$ cat config.mk
export PLATFORM = sky130hd
export DESIGN_NAME = fetch_stage_flat
export DESIGN_NICKNAME = d
export VERILOG_FILES = /design/src/rtl/fetch_stage_pkg.sv /design/src/rtl/fetch_stage_if.sv /design/src/rtl/fetch_hold_buf.sv /design/src/rtl/fetch_stage.sv /design/src/flat_wrapper.sv
export SDC_FILE = /design/constraint.sdc
export NUM_CORES = 1
export LEC_CHECK = 0
export BUFFER_PORTS_ARGS = -buffer_cell sky130_fd_sc_hd__buf_2
export CORE_UTILIZATION = 50
export CTS_BUF_LIST = sky130_fd_sc_hd__clkbuf_4 sky130_fd_sc_hd__clkbuf_8
export DETAILED_ROUTE_END_ITERATION = 10
export GPL_TIMING_DRIVEN = 0
export PLACE_DENSITY = 0.79
export SLEW_MARGIN = 20
export SYNTH_ARGS = -nofsm -noshare
export SYNTH_HDL_FRONTEND = slang
export SYNTH_HIERARCHICAL = 1
export SYNTH_SLANG_ARGS = --single-unit
$ cat constraint.sdc
create_clock -name clk -period 1.9 [get_ports clk]
set_input_delay 0.095 -clock clk [delete_from_list [all_inputs] [get_ports clk]]
set_output_delay 0.095 -clock clk [all_outputs]
set_load 0.05 [all_outputs]
$ cat src/rtl/fetch_stage_pkg.sv
// Shared fetch-stage constants and address helpers.
package fetch_stage_pkg;

  localparam int XLEN = 32;

  localparam logic [XLEN-1:0] RESET_PC_DEFAULT  = 32'h0000_0000;
  localparam logic [XLEN-1:0] NOP_INSTR_DEFAULT = 32'h0000_0013;  // addi x0,x0,0

  // Instruction fetches are word aligned; low two address bits are forced to zero.
  function automatic logic [XLEN-1:0] word_align(input logic [XLEN-1:0] addr);
    return {addr[XLEN-1:2], 2'b00};
  endfunction

endpackage

$ cat src/rtl/fetch_stage_if.sv
// Instruction-memory port: valid/ready request channel plus in-order response channel.
interface fetch_stage_if;
  import fetch_stage_pkg::*;

  logic            imem_req_valid;
  logic            imem_req_ready;
  logic [XLEN-1:0] imem_req_addr;
  logic            imem_resp_valid;
  logic [XLEN-1:0] imem_resp_data;

  modport master (
    output imem_req_valid,
    output imem_req_addr,
    input  imem_req_ready,
    input  imem_resp_valid,
    input  imem_resp_data
  );

  modport slave (
    input  imem_req_valid,
    input  imem_req_addr,
    output imem_req_ready,
    output imem_resp_valid,
    output imem_resp_data
  );

endinterface

$ cat src/rtl/fetch_hold_buf.sv
// One-entry {instr, pc} buffer that parks a response while decode is stalled.
module fetch_hold_buf
  import fetch_stage_pkg::*;
(
  input  logic            clk,
  input  logic            rst_n,
  input  logic            i_load,
  input  logic            i_clear,
  input  logic [XLEN-1:0] i_instr,
  input  logic [XLEN-1:0] i_pc,
  output logic [XLEN-1:0] o_instr,
  output logic [XLEN-1:0] o_pc
);

  logic [XLEN-1:0] r_instr;
  logic [XLEN-1:0] r_pc;

  // Clear wins over load so a redirect always discards the parked instruction.
  always_ff @(posedge clk or negedge rst_n) begin
    if (!rst_n) begin
      r_instr <= '0;
      r_pc    <= '0;
    end else if (i_clear) begin
      r_instr <= '0;
      r_pc    <= '0;
    end else if (i_load) begin
      r_instr <= i_instr;
      r_pc    <= i_pc;
    end
  end

  assign o_instr = r_instr;
  assign o_pc    = r_pc;

endmodule

$ cat src/rtl/fetch_stage.sv
// IF stage: owns the PC, issues one instruction-memory request at a time and
// presents the returned instruction to decode, honouring stalls and redirects.
//
//  state  | meaning
//  S_BOOT | first cycle out of reset, no request
//  S_REQ  | request for pc_q offered, waiting for ready
//  S_WAIT | one request outstanding, waiting for its response
//  S_HOLD | response parked in hold buffer while decode stalls
module fetch_stage
  import fetch_stage_pkg::*;
#(
  parameter logic [XLEN-1:0] RESET_PC  = RESET_PC_DEFAULT,
  parameter logic [XLEN-1:0] NOP_INSTR = NOP_INSTR_DEFAULT
) (
  input  logic            clk,
  input  logic            rst_n,
  input  logic            i_stall_f,
  input  logic            i_branch_d,
  input  logic [XLEN-1:0] i_branch_next_addr_d,
  fetch_stage_if.master   imem,
  output logic [XLEN-1:0] o_instruction_f,
  output logic [XLEN-1:0] o_pc_f,
  output logic            o_mem_valid_f
);

  typedef enum logic [1:0] {
    S_BOOT = 2'd0,
    S_REQ  = 2'd1,
    S_WAIT = 2'd2,
    S_HOLD = 2'd3
  } state_t;

  state_t          r_state;
  state_t          w_next_state;
  logic [XLEN-1:0] r_pc_q;
  logic [XLEN-1:0] r_pc_req;
  logic            r_kill;

  logic            w_redir;
  logic            w_req_valid;
  logic            w_hs;
  logic            w_load_hold;
  logic            w_clr_hold;
  logic            w_set_kill;
  logic            w_clr_kill;
  logic [XLEN-1:0] w_hold_instr;
  logic [XLEN-1:0] w_hold_pc;

  // A branch from decode is only honoured when decode is actually advancing.
  assign w_redir = i_branch_d & ~i_stall_f;
  assign w_hs    = w_req_valid & imem.imem_req_ready;

  // State register.
  always_ff @(posedge clk or negedge rst_n) begin
    if (!rst_n) r_state <= S_BOOT;
    else        r_state <= w_next_state;
  end

  // Next-state selection.
  always_comb begin
    w_next_state = r_state;
    case (r_state)
      S_BOOT: w_next_state = S_REQ;
      S_REQ:  w_next_state = w_hs ? S_WAIT : S_REQ;
      S_WAIT: begin
        if (imem.imem_resp_valid) begin
          if (r_kill || w_redir) w_next_state = S_REQ;
          else if (i_stall_f)    w_next_state = S_HOLD;
          else                   w_next_state = w_hs ? S_WAIT : S_REQ;
        end
      end
      S_HOLD: begin
        if (w_redir)        w_next_state = S_REQ;
        else if (i_stall_f) w_next_state = S_HOLD;
        else                w_next_state = w_hs ? S_WAIT : S_REQ;
      end
      default: w_next_state = S_BOOT;
    endcase
  end

  // Outputs and datapath controls; responses are bypassed straight to decode when it is free.
  always_comb begin
    w_req_valid     = 1'b0;
    w_load_hold     = 1'b0;
    w_clr_hold      = w_redir;
    w_set_kill      = 1'b0;
    w_clr_kill      = 1'b0;
    o_mem_valid_f   = 1'b0;
    o_instruction_f = NOP_INSTR;
    o_pc_f          = '0;
    case (r_state)
      S_REQ: w_req_valid = ~w_redir;
      S_WAIT: begin
        if (imem.imem_resp_valid) begin
          if (r_kill) begin
            w_clr_kill = 1'b1;
          end else if (!w_redir) begin
            o_mem_valid_f   = 1'b1;
            o_instruction_f = imem.imem_resp_data;
            o_pc_f          = r_pc_req;
            if (i_stall_f) w_load_hold = 1'b1;
            else           w_req_valid = 1'b1;
          end
        end else if (w_redir) begin
          w_set_kill = 1'b1;
        end
      end
      S_HOLD: begin
        if (!w_redir) begin
          o_mem_valid_f   = 1'b1;
          o_instruction_f = w_hold_instr;
          o_pc_f          = w_hold_pc;
          if (!i_stall_f) begin
            w_req_valid = 1'b1;
            w_clr_hold  = 1'b1;
          end
        end
      end
      default: ;
    endcase
  end

  // PC bookkeeping: redirect target, or advance on an accepted request.
  always_ff @(posedge clk or negedge rst_n) begin
    if (!rst_n) begin
      r_pc_q   <= RESET_PC;
      r_pc_req <= '0;
    end else if (w_redir) begin
      r_pc_q <= word_align(i_branch_next_addr_d);
    end else if (w_hs) begin
      r_pc_req <= r_pc_q;
      r_pc_q   <= r_pc_q + 32'd4;
    end
  end

  // Kill marks the outstanding response as stale after a redirect.
  always_ff @(posedge clk or negedge rst_n) begin
    if (!rst_n)          r_kill <= 1'b0;
    else if (w_clr_kill) r_kill <= 1'b0;
    else if (w_set_kill) r_kill <= 1'b1;
  end

  fetch_hold_buf u_hold_buf (
    .clk     (clk),
    .rst_n   (rst_n),
    .i_load  (w_load_hold),
    .i_clear (w_clr_hold),
    .i_instr (imem.imem_resp_data),
    .i_pc    (r_pc_req),
    .o_instr (w_hold_instr),
    .o_pc    (w_hold_pc)
  );

  assign imem.imem_req_valid = w_req_valid;
  assign imem.imem_req_addr  = r_pc_q;

endmodule
$ cat src/flat_wrapper.sv
// flat-port wrapper written by rule: the top's interface ports become plain ports
module fetch_stage_flat import fetch_stage_pkg::*;
#(
  parameter logic [XLEN-1:0] RESET_PC  = RESET_PC_DEFAULT,
  parameter logic [XLEN-1:0] NOP_INSTR = NOP_INSTR_DEFAULT
)
  (clk, rst_n, i_stall_f, i_branch_d, i_branch_next_addr_d, o_instruction_f, o_pc_f, o_mem_valid_f, imem_imem_req_valid, imem_imem_req_addr, imem_imem_req_ready, imem_imem_resp_valid, imem_imem_resp_data);
  fetch_stage_if imem_i ();
  input  logic clk;
  input  logic rst_n;
  input  logic i_stall_f;
  input  logic i_branch_d;
  input  logic [XLEN-1:0] i_branch_next_addr_d;
  output logic [XLEN-1:0] o_instruction_f;
  output logic [XLEN-1:0] o_pc_f;
  output logic o_mem_valid_f;
  output wire logic [$bits(imem_i.imem_req_valid)-1:0] imem_imem_req_valid;
  output wire logic [$bits(imem_i.imem_req_addr)-1:0] imem_imem_req_addr;
  input wire logic [$bits(imem_i.imem_req_ready)-1:0] imem_imem_req_ready;
  input wire logic [$bits(imem_i.imem_resp_valid)-1:0] imem_imem_resp_valid;
  input wire logic [$bits(imem_i.imem_resp_data)-1:0] imem_imem_resp_data;
  assign imem_imem_req_valid = imem_i.imem_req_valid;
  assign imem_imem_req_addr = imem_i.imem_req_addr;
  assign imem_i.imem_req_ready = imem_imem_req_ready;
  assign imem_i.imem_resp_valid = imem_imem_resp_valid;
  assign imem_i.imem_resp_data = imem_imem_resp_data;
  fetch_stage #(.RESET_PC(RESET_PC), .NOP_INSTR(NOP_INSTR)) u_core (.clk(clk), .rst_n(rst_n), .i_stall_f(i_stall_f), .i_branch_d(i_branch_d), .i_branch_next_addr_d(i_branch_next_addr_d), .imem(imem_i), .o_instruction_f(o_instruction_f), .o_pc_f(o_pc_f), .o_mem_valid_f(o_mem_valid_f));
endmodule
==> impl_metrics.ini <==
[route]
drtAntennaViolNets = 0
drtIter0Drc = 665
drc = 0
detail_route.first_pass.iterations = 5
routed_via_density = 5.94
wl_um = 22100
vias = 6658
wire_per_inst_um = 19.8

[finish]
utilization_pct = 78.2
fin_nets = 1004
area.growth.synth_to_final_pct = 52.7
final_cell_count_no_fill = 1120
drive_above_1_share_pct = 35.7

[logic_synthesis]
ys.flop_type = dfrtp_1
seq_area_frac_synth_pct = 49.4
ys_ff_latch = 127
yosysWarningCount = 6
synth_top_area_cell = dfrtp_1
synthCells = 651
synth_top_area_share_pct = 49.4
ys_types = 51
synth_edf_count = 0
syn-mean-instance-area_um2 = 9.89
synth_area_um2 = 6440
synth_area_leaders = dfrtp_1, mux2i_1, a22o_1
async_flop_share_pct = 100

[placement]
portBuffers = 162
place_inst = 989
gp_congestion = 0.899
dp_hpwl_um = 13300

[clocking]
cts.sinks = 127
h-tree-depth = 4
clock_latency_ns = 0.44
cts.clk_slew.worst_paths_ns = 0.07
root_buffer = clkbuf_8
cts_tree = built
cts_buffer_depth = 2
numCtsBuffers = 17

[worst_setup_path]
cp.arrival_ns = 2.39
worst_setup_path_start_kind = register
cp_max_fo = 6
required_ns = 2.22
crit_path_end_kind = register
path_class = register to register

[timing]
timing.fmax_mhz = 482
hold_viol_final = 0
report.final.slew_viol_count = 0
worst_pin_slew_ns = 0.606
rsz0062_at_grt = true
period_share_pct = 109
fin_skew_ns = 0.0120
setup_ws_ns = -0.177
layout_min_cycle_time_ns = 2.08
setup_viol = 111
relSlewSlack_pct = 59.6

[run_status]
violations = setup timing
outcome = finished with violations

[power]
p_leak_nw = 4.61
ir_drop_v = 0.000782
power_density_nw_per_um2 = 1020

[floorplan]
dieArea_um2 = 13300
die_w_um = 115
coreArea_um2 = 12600
rows = 41
num_io_pins = 168
start_util_pct = 51.2
die_height_um = 115

[global_route]
grt_usage_pct = 32.4
grt_pass1_wl_um = 32900
antenna_found_initial = 1
grt_pass1_vias = 6293
grt_max_degree = 66
overflow = 0

[worst_hold_path]
hp-class = input port to register

[job]
maxCapViolCount = 0
==> cell usage after synthesis, types with 2 or more instances <==
| master | number |
|---|---|
| o311ai_0 | 7 |
| nor2_1 | 79 |
| or4_1 | 3 |
| or3_1 | 3 |
| mux2i_1 | 64 |
| a21oi_1 | 8 |
| buf_4 | 3 |
| and2_1 | 4 |
| a31oi_1 | 4 |
| o22a_1 | 3 |
| o21ai_0 | 13 |
| o211ai_1 | 6 |
| nor2b_1 | 2 |
| clkbuf_1 | 18 |
| buf_1 | 6 |
| nor3b_1 | 3 |
| buf_2 | 13 |
| nand4_1 | 10 |
| nand3_1 | 20 |
| a22oi_1 | 7 |
| and3_1 | 3 |
| dfrtp_1 | 127 |
| o41ai_1 | 2 |
| and4b_1 | 2 |
| buf_6 | 3 |
| buf_8 | 6 |
| a221o_1 | 10 |
| nor4_1 | 5 |
| a211o_1 | 2 |
| a22o_1 | 59 |
| inv_1 | 7 |
| nor3_1 | 7 |
| nand2_1 | 118 |
| o21ai_1 | 5 |
| a21o_1 | 3 |
==> cells in the final DEF, fill, tap and decap left out, types with 11 or more instances in the layout <==
cell and n:
buf_6 63, dfrtp_2 21, buf_8 24, dlygate4sd3_1 61, buf_4 34, dfrtp_1 106
buf_2 98, nand3_1 16, o21ai_1 11, a22o_1 45, clkbuf_8 22, nor2_1 77
mux2i_1 63, nand2_1 114
==> state kept, by name, summed over array words and instances, names as in the netlist <==
| register | flops |
|---|---|
| u_core/imem.imem_req_addr | 30 |
| u_core/u_hold_buf/o_instr | 32 |
| u_core/u_hold_buf/o_pc | 32 |
| u_core/r_kill | 1 |
| u_core/r_state | 2 |
| u_core/r_pc_req | 30 |
==> routing by layer <==
layer	vias up	wire length, um	track usage [%]	share of wire [%]
met4	0	760	14.2	3.4
met5	-	0	0	0
met1	3245	8760	41.6	40
li1	2915	-	-	-
met3	64	1910	6.01	8.6
met2	434	10700	53.7	48
==> what timing repair did <==
action	CTS	global route
setup buffers	13	18
hold buffers	61	0
gates cloned	0	6
gates resized for setup	188	84
endpoints found under the hold margin	123	0
pin swaps	15	43
setup endpoints to repair	127	185
==> critical path, cell delays in order (launching register included) <==
cell,delay (ns)
dfrtp_1,0.39
nand3b_4,0.22
buf_4,0.16
or4b_4,0.54
nand2_4,0.14
buf_8,0.15
a31oi_1,0.10
a211o_1,0.25
==> report_power, final <==
part           internal [W]  switching (W)  leakage [nW]
Sequential          0.00325       0.000648          1.66
Combinational       0.00136        0.00227          2.74
Clock               0.00142        0.00106         0.208
Total               0.00603        0.00398          4.61
==> worst paths after layout <==
path                                    startpoint                             to  slack (ns)  cells past startpoint
max                                  u_core/r_kill  u_core/imem.imem_req_addr[22]       -0.18                      7
min                        imem_imem_resp_data[19]  u_core/u_hold_buf/o_instr[19]        0.03                      3
max reg2reg                          u_core/r_kill  u_core/imem.imem_req_addr[22]       -0.18                      7
min reg2reg                    u_core/r_pc_req[20]            u_core/r_pc_req[20]        0.51                      2
max in group asynchronous                    rst_n   u_core/imem.imem_req_addr[5]        0.91                      3
min in group asynchronous                    rst_n            u_core/r_pc_req[21]        0.24                      2
==> area by class of cell <==
cell class	count	area, um^2
Multi-Input combinational cell	470	3210
Sequential cell	127	3200
Fill cell	736	2740
Timing Repair Buffer	261	2250
Buffer	49	493
Clock buffer	22	290
Tap cell	172	215
Clock inverter	10	135
Inverter	7	26.3
Antenna cell	2	5.00
==> through the flow <==
step	hold slack [ns]	total power [W]	setup WS [ns]	setup TNS [ns]	instance area (um^2)
floorplan	-0.201	0.00574	-0.0682	-0.0777	6520
global placement	0.306	0.00654	-1.06	-130.13	7550
detailed placement	0.120	0.00665	-0.400	-25.99	7580
CTS	0.0109	0.00954	-0.138	-5.52	9360
global route	0.0275	0.0104	-0.196	-13.03	9830
finish	0.0339	0.0100	-0.177	-6.66	9830
==> kinds of logic (layout without fill, tap and decap cells) <==
| group | Yosys count | after routing | share of synthesized area, % |
|---|---|---|---|
| AO/OA/AOI/OAI | 133 | 133 | 16.3 |
| adder cells (fa/ha/maj) | 1 | 1 | 0.194 |
| buffers and inverters | 57 | 349 | 5.17 |
| flip-flops | 127 | 127 | 49.4 |
| multiplexers | 65 | 65 | 10.1 |
| other | 1 | 6 | 0.0582 |
| AND/OR/NAND/NOR | 267 | 267 | 18.8 |
Power figures use the tool's default switching activity.
